File: src/rtl/mips_pkg.sv
// Shared encodings for the multicycle MIPS: controller states, opcode/funct
// values and the datapath select/ALU codes.
package mips_pkg;

  typedef enum logic [3:0] {
    S_FETCH    = 4'd0,
    S_DECODE   = 4'd1,
    S_MEMADR   = 4'd2,
    S_MEMREAD  = 4'd3,
    S_MEMWB    = 4'd4,
    S_MEMWRITE = 4'd5,
    S_EXECUTE  = 4'd6,
    S_ALUWB    = 4'd7,
    S_BRANCH   = 4'd8,
    S_ADDIEXEC = 4'd9,
    S_ADDIWB   = 4'd10,
    S_JUMP     = 4'd11,
    S_HALT     = 4'd12
  } state_t;

  localparam logic [5:0] OP_RTYPE = 6'b000000;
  localparam logic [5:0] OP_LW    = 6'b100011;
  localparam logic [5:0] OP_SW    = 6'b101011;
  localparam logic [5:0] OP_BEQ   = 6'b000100;
  localparam logic [5:0] OP_ADDI  = 6'b001000;
  localparam logic [5:0] OP_J     = 6'b000010;

  localparam logic [5:0] FUNCT_ADD = 6'b100000;
  localparam logic [5:0] FUNCT_SUB = 6'b100010;
  localparam logic [5:0] FUNCT_AND = 6'b100100;
  localparam logic [5:0] FUNCT_OR  = 6'b100101;
  localparam logic [5:0] FUNCT_SLT = 6'b101010;

  localparam logic [2:0] ALU_ADD = 3'b010;
  localparam logic [2:0] ALU_SUB = 3'b110;
  localparam logic [2:0] ALU_AND = 3'b000;
  localparam logic [2:0] ALU_OR  = 3'b001;
  localparam logic [2:0] ALU_SLT = 3'b111;

  localparam logic [1:0] SRCB_REG   = 2'b00;
  localparam logic [1:0] SRCB_FOUR  = 2'b01;
  localparam logic [1:0] SRCB_IMM   = 2'b10;
  localparam logic [1:0] SRCB_IMMSH = 2'b11;

  localparam logic [1:0] PCSRC_ALU    = 2'b00;
  localparam logic [1:0] PCSRC_ALUOUT = 2'b01;
  localparam logic [1:0] PCSRC_JUMP   = 2'b10;

endpackage

File: src/rtl/mips_alu_decoder.sv
// R-type funct to ALU operation map; funct_legal flags the supported subset.
module mips_alu_decoder
  import mips_pkg::*;
(
  input  logic [5:0] funct,
  output logic [2:0] alucontrol,
  output logic       funct_legal
);

  // Combinational funct lookup with an add/illegal fallback
  always_comb begin
    alucontrol  = ALU_ADD;
    funct_legal = 1'b1;
    case (funct)
      FUNCT_ADD: alucontrol = ALU_ADD;
      FUNCT_SUB: alucontrol = ALU_SUB;
      FUNCT_AND: alucontrol = ALU_AND;
      FUNCT_OR:  alucontrol = ALU_OR;
      FUNCT_SLT: alucontrol = ALU_SLT;
      default: begin
        alucontrol  = ALU_ADD;
        funct_legal = 1'b0;
      end
    endcase
  end

endmodule

File: src/rtl/mips_multicycle_controller.sv
// Moore control FSM for the shared-memory multicycle MIPS datapath, stalling
// on mem_ready and trapping unsupported op/funct encodings.
module mips_multicycle_controller
  import mips_pkg::*;
#(
  parameter bit HALT_ON_ILLEGAL = 1'b1
) (
  input  logic       clk,
  input  logic       reset,
  input  logic [5:0] op,
  input  logic [5:0] funct,
  input  logic       zero,
  input  logic       mem_ready,
  output logic       pcen,
  output logic       irwrite,
  output logic       regwrite,
  output logic       memwrite,
  output logic       iord,
  output logic       regdst,
  output logic       memtoreg,
  output logic       alusrca,
  output logic [1:0] alusrcb,
  output logic [1:0] pcsrc,
  output logic [2:0] alucontrol,
  output logic       illegal_op,
  output logic [3:0] state_o
);

  localparam state_t ILLEGAL_NEXT = HALT_ON_ILLEGAL ? S_HALT : S_FETCH;

  state_t     state_r;
  state_t     next_state_s;
  logic [2:0] alu_funct_s;
  logic       funct_legal_s;
  logic       pcwrite_s;
  logic       branch_s;

  mips_alu_decoder u_alu_decoder (
    .funct       (funct),
    .alucontrol  (alu_funct_s),
    .funct_legal (funct_legal_s)
  );

  assign state_o = state_r;

  // State register, reset straight to FETCH
  always_ff @(posedge clk or posedge reset) begin
    if (reset) begin
      state_r <= S_FETCH;
    end else begin
      state_r <= next_state_s;
    end
  end

  // Next-state logic; unused codes fall back to FETCH
  always_comb begin
    next_state_s = S_FETCH;
    case (state_r)
      S_FETCH:    next_state_s = mem_ready ? S_DECODE : S_FETCH;
      S_DECODE: begin
        case (op)
          OP_LW, OP_SW: next_state_s = S_MEMADR;
          OP_RTYPE:     next_state_s = funct_legal_s ? S_EXECUTE : ILLEGAL_NEXT;
          OP_BEQ:       next_state_s = S_BRANCH;
          OP_ADDI:      next_state_s = S_ADDIEXEC;
          OP_J:         next_state_s = S_JUMP;
          default:      next_state_s = ILLEGAL_NEXT;
        endcase
      end
      S_MEMADR:   next_state_s = (op == OP_LW) ? S_MEMREAD : S_MEMWRITE;
      S_MEMREAD:  next_state_s = mem_ready ? S_MEMWB : S_MEMREAD;
      S_MEMWB:    next_state_s = S_FETCH;
      S_MEMWRITE: next_state_s = mem_ready ? S_FETCH : S_MEMWRITE;
      S_EXECUTE:  next_state_s = S_ALUWB;
      S_ALUWB:    next_state_s = S_FETCH;
      S_BRANCH:   next_state_s = S_FETCH;
      S_ADDIEXEC: next_state_s = S_ADDIWB;
      S_ADDIWB:   next_state_s = S_FETCH;
      S_JUMP:     next_state_s = S_FETCH;
      S_HALT:     next_state_s = S_HALT;
      default:    next_state_s = S_FETCH;
    endcase
  end

  // Output decode; everything held low while reset is asserted
  always_comb begin
    pcwrite_s  = 1'b0;
    branch_s   = 1'b0;
    irwrite    = 1'b0;
    regwrite   = 1'b0;
    memwrite   = 1'b0;
    iord       = 1'b0;
    regdst     = 1'b0;
    memtoreg   = 1'b0;
    alusrca    = 1'b0;
    alusrcb    = SRCB_REG;
    pcsrc      = PCSRC_ALU;
    alucontrol = ALU_AND;
    illegal_op = 1'b0;
    if (!reset) begin
      case (state_r)
        S_FETCH: begin
          alusrcb    = SRCB_FOUR;
          alucontrol = ALU_ADD;
          irwrite    = mem_ready;
          pcwrite_s  = mem_ready;
        end
        S_DECODE: begin
          alusrcb    = SRCB_IMMSH;
          alucontrol = ALU_ADD;
        end
        S_MEMADR, S_ADDIEXEC: begin
          alusrca    = 1'b1;
          alusrcb    = SRCB_IMM;
          alucontrol = ALU_ADD;
        end
        S_MEMREAD: iord = 1'b1;
        S_MEMWB: begin
          memtoreg = 1'b1;
          regwrite = 1'b1;
        end
        // Strobe held until the memory accepts the write
        S_MEMWRITE: begin
          iord     = 1'b1;
          memwrite = 1'b1;
        end
        S_EXECUTE: begin
          alusrca    = 1'b1;
          alucontrol = alu_funct_s;
        end
        S_ALUWB: begin
          regdst   = 1'b1;
          regwrite = 1'b1;
        end
        S_BRANCH: begin
          alusrca    = 1'b1;
          alucontrol = ALU_SUB;
          pcsrc      = PCSRC_ALUOUT;
          branch_s   = 1'b1;
        end
        S_ADDIWB: regwrite = 1'b1;
        S_JUMP: begin
          pcsrc     = PCSRC_JUMP;
          pcwrite_s = 1'b1;
        end
        S_HALT:  illegal_op = 1'b1;
        default: illegal_op = 1'b0;
      endcase
    end else begin
      illegal_op = 1'b0;
    end
    pcen = pcwrite_s | (branch_s & zero);
  end

endmodule

File: config.mk
export PLATFORM = sky130hd
export DESIGN_NAME = mips_multicycle_controller
export DESIGN_NICKNAME = d
export VERILOG_FILES = /design/src/rtl/mips_pkg.sv /design/src/rtl/mips_alu_decoder.sv /design/src/rtl/mips_multicycle_controller.sv
export SDC_FILE = /design/constraint.sdc
export NUM_CORES = 1
export LEC_CHECK = 0
export ABC_AREA = 0
export ABC_CLOCK_PERIOD_IN_PS = 1500
export CORE_MARGIN = 1
export CORE_UTILIZATION = 37
export CTS_CLUSTER_SIZE = 12
export DETAILED_ROUTE_END_ITERATION = 10
export PLACE_DENSITY = 0.79
export REMOVE_ABC_BUFFERS = 1
export SLEW_MARGIN = 20
export SYNTH_ARGS = -nofsm -noshare
export SYNTH_HDL_FRONTEND = slang
export SYNTH_SLANG_ARGS = --single-unit
File: constraint.sdc
create_clock -name clk -period 1.5 [get_ports clk]
set_input_delay 0.225 -clock clk [delete_from_list [all_inputs] [get_ports clk]]
set_output_delay 0.225 -clock clk [all_outputs]
set_load 0.02 [all_outputs]
==> results of run 1 <==
==> stage by stage <==
step	worst slack, ps	util (%)	area [um^2]	instances	TNS (ps)
3_3_place_gp	-699	80.4	1220	176	-8850
2_1_floorplan	-397	-	592	90	-1440
4_1_cts	-174	91.0	1390	189	-1140
3_5_place_dp	-721	80.4	1220	176	-9650
==> cells by family after synthesis <==
| group | after synthesis | synth area share [%] |
|---|---|---|
| xor+xnor | 3 | 4.30 |
| mux | 1 | 1.64 |
| compound gates | 26 | 27.9 |
| buf+inv | 9 | 5.53 |
| simple gates | 52 | 44.3 |
| flops | 4 | 16.4 |
==> repair_timing <==
item	4_1_cts
buffers inserted	10
cloned	0
setup endpoints to repair	23
resized for setup	140
pin swaps	20
==> results.cfg, run 1 <==
[status]
status = did not finish
failed_stage = 5_1_grt
error = [ERROR DPL-0038] Utilization greater than 100%, impossible to legalize

[cts]
h-tree-depth = 1
cts_buffers = 3
ctsHoldBuffers = 0
clockBufferDepth = 2
clock_sinks = 4
root_buffer = clkbuf_4

[synthesis]
yosys-top-cells-area = dfrtp_1, nor2_1, a21oi_1
ys_seq_elements = 4
synth_area_um2 = 611
post-synth-top-area-fraction_pct = 16.4
synthArstFlopShare_pct = 100
seq_area_frac_synth_pct = 16.4
yosys_warnings = 0
synth_ff_type = dfrtp_1
yosysMostFrequentCell = nor2_1
syn_area_per_cell_um2 = 6.43
ys_top_cells_by_count = nor2_1, a21oi_1, nand2_1
syn_inst = 95
synth_edf_count = 0
synth_top_area_cell = dfrtp_1
yosysUniqueCellTypes = 37

[global_routing]
grt_max_degree = 9

[placement]
hpwl_mm = 1.85
port-buffer-count = 35
place.gp.congestion = 0.837

[die]
row_count = 14
die_h_um = 42.6
die_w_um = 42.6
io_pins = 36
initial_core_util_pct = 40.1

[timing]
endpoint_type = primary output
grt-worst-endpoint = alucontrol[2]
==> run 2: changes to the inputs <==
--- a/config.mk
+++ b/config.mk
@@ -7,11 +7,10 @@
 export LEC_CHECK = 0
 export ABC_AREA = 0
 export ABC_CLOCK_PERIOD_IN_PS = 1500
-export CORE_MARGIN = 1
-export CORE_UTILIZATION = 37
-export CTS_CLUSTER_SIZE = 12
+export CORE_AREA = 2 2 63 65
 export DETAILED_ROUTE_END_ITERATION = 10
-export PLACE_DENSITY = 0.79
+export DIE_AREA = 0 0 65 67
+export PLACE_DENSITY_LB_ADDON = 0.15
 export REMOVE_ABC_BUFFERS = 1
 export SLEW_MARGIN = 20
 export SYNTH_ARGS = -nofsm -noshare
==> run 2 against run 1 <==
The flow now finishes, with violations (negative setup slack); area after synthesis did not move; synthesized cell count is the same.
==> results.cfg, run 2 <==
[global_routing]
track_usage_pct = 11.6
grt_max_degree = 10
overflow = 0
grt_pass1_wl_mm = 4.04
antenna_found_initial = 0
grt_pass1_vias = 914

[synthesis]
yosys_warnings = 0
ys_seq_elements = 4
seq_area_frac_synth_pct = 16.4
syn_inst = 95
ys_top_cells_by_count = nor2_1, a21oi_1, nand2_1
synth_ff_type = dfrtp_1
yosysMostFrequentCell = nor2_1
yosysUniqueCellTypes = 37
syn_area_per_cell_um2 = 6.43
synth_area_um2 = 611
synth_edf_count = 0
yosys-top-cells-area = dfrtp_1, nor2_1, a21oi_1
post-synth-top-area-fraction_pct = 16.4
synthArstFlopShare_pct = 100
synth_top_area_cell = dfrtp_1

[cts]
clock_latency_ps = 210
clockBufferDepth = 2
clkTransAtPathRegs_ps = 30
root_buffer = clkbuf_8
cts_buffers = 3
cts_tree = built
h-tree-depth = 1
clock_sinks = 4

[critical_path]
worstPathArrival_ps = 1410
crit_type = reg2out
worstPathCellList = buf_4 > buf_4 > xor2_1 > and3_1 > buf_2
slowest_delay_ps = 430
crit_fanout = 5
cp-end-kind = output pin
cp_common_cell = buf_4
cp_slowest_cell = dfrtp_2
critical_path_required_ps = 1270
start_kind = register

[final_layout]
drive_gt1_share_pct = 57.1
antenna_cells = 0
final_nets = 186
fin_cells = 216
fillers = 389
largest_reg_flops = 4
final_cell_mix = buf_4, nor2_1, dlygate4sd2_1, buf_6, clkdlybuf4s50_1
synthToLayoutAreaGrowth_pct = 136
finish.utilization_pct = 39.9
mostFrequentLayoutCell = buf_4
final_area_mm2 = 0.00144

[status]
status = finished, violations left
violations = negative setup slack

[timing]
maxSlewViolCount = 0
tightest_slew_ps = 316
min_period_over_period_pct = 109
period_minus_slack_ps = 1640
rsz0062_at_grt = yes
max-slew-margin-rel_pct = 78.8
finalHoldViolCount = 0
finClkSkew_ps = 0.615
clock.fmax_mhz = 611
finalSetupViolCount = 12
fin_ws_ps = -137

[die]
io_pins = 36
die_h_um = 67
die-area_mm2 = 0.00436
initial_core_util_pct = 16.9
row_count = 22
die_w_um = 65
coreArea_mm2 = 0.00361

[route]
vias = 964
ant_nets = 0
first_pass_iters = 4
drc = 0
drtIter0Drc = 29
drt-total-wl_mm = 2.51
routedWlPerCell_um = 11.6
viasPerCell = 4.46

[placement]
dp_cells = 207
hpwl_mm = 1.88
place_area_mm2 = 0.00126
port-buffer-count = 35
place.gp.congestion = 0.767

[power_and_ir_drop]
finalPower_uw = 1890
powerDensity_mw_per_mm2 = 1310
vdd_drop_max_v = 0.000313
leakagePower_uw = 0.000686

[flow_run]
timing.max_cap.violations = 0

[worst_hold_path]
min_path_type = in2async
## run 2: cell counts after synthesis
No cell type changed its count.
## run 2: power breakdown
group | total, uW | internal [uW] | switching, uW | leakage, uW
combinational | 1410 | 749 | 657 | 0.000617
clock | 220 | 171 | 49.6 | 0.0000216
sequential | 261 | 156 | 105 | 0.0000469
total | 1890 | 1080 | 812 | 0.000686
## run 2: worst max-delay path, delay by kind of cell, from the launching register on
family	cells	cell delay, ps
buf+inv	3	450
flops	1	430
simple gates	1	170
xor+xnor	1	150
## run 2: cells by family after synthesis
kind of cell,Yosys count,share of synthesized area [%]
simple gates,52,44.3
xor+xnor,3,4.30
mux,1,1.64
buf+inv,9,5.53
flops,4,16.4
compound gates,26,27.9
## run 2: area by class of cell
type	instances	area, um^2	area share, %
Multi-Input combinational cell	82	607	42.2
Clock buffer	3	41.3	2.87
Timing Repair Buffer	75	611	42.4
Inverter	4	15.0	1.04
Sequential cell	4	105	7.30
Tap cell	48	60.1	4.17
## run 2: final timing paths
kind | slack [ps] | start | cells past startpoint | endpoint
setup / recovery | -140 | state_o[1]$_DFF_PP0_ | 5 | iord
hold / removal | 240 | reset | 3 | state_o[1]$_DFF_PP0_
setup reg to reg | -10 | state_o[1]$_DFF_PP0_ | 8 | state_o[3]$_DFF_PP0_
hold reg to reg | 720 | state_o[3]$_DFF_PP0_ | 2 | state_o[0]$_DFF_PP0_
max in group asynchronous | 1150 | reset | 3 | state_o[2]$_DFF_PP0_
min in group clk | 480 | op[5] | 4 | state_o[1]$_DFF_PP0_
## run 2: per-layer routing
metal | wire length (um) | up-vias | GRT usage (%)
li1 | - | 496 | -
met1 | 1070 | 442 | 13.4
met2 | 1300 | 26 | 20.9
met3 | 142 | 0 | 2.70
met4 | 0 | 0 | 4.26
met5 | 0 | - | 0
## run 2: repair_timing
item / CTS / global route
hold buffers: 0 / 0
setup endpoints to repair: 24 / 20
buffers inserted: 3 / 3
pin swaps: 8 / 6
resized for setup: 117 / 34
gates cloned: 0 / 0
## run 2: metrics by stage
step | setup TNS (ps) | hold slack [ps] | worst slack [ps]
global placement | -9370 | 604 | -702
floorplan | -1440 | -0.784 | -397
detailed placement | -9630 | 617 | -726
finish | -834 | 239 | -137
CTS | -961 | 229 | -135
global route | -1730 | 256 | -192
No activity file was read; power rests on OpenSTA's default activity.
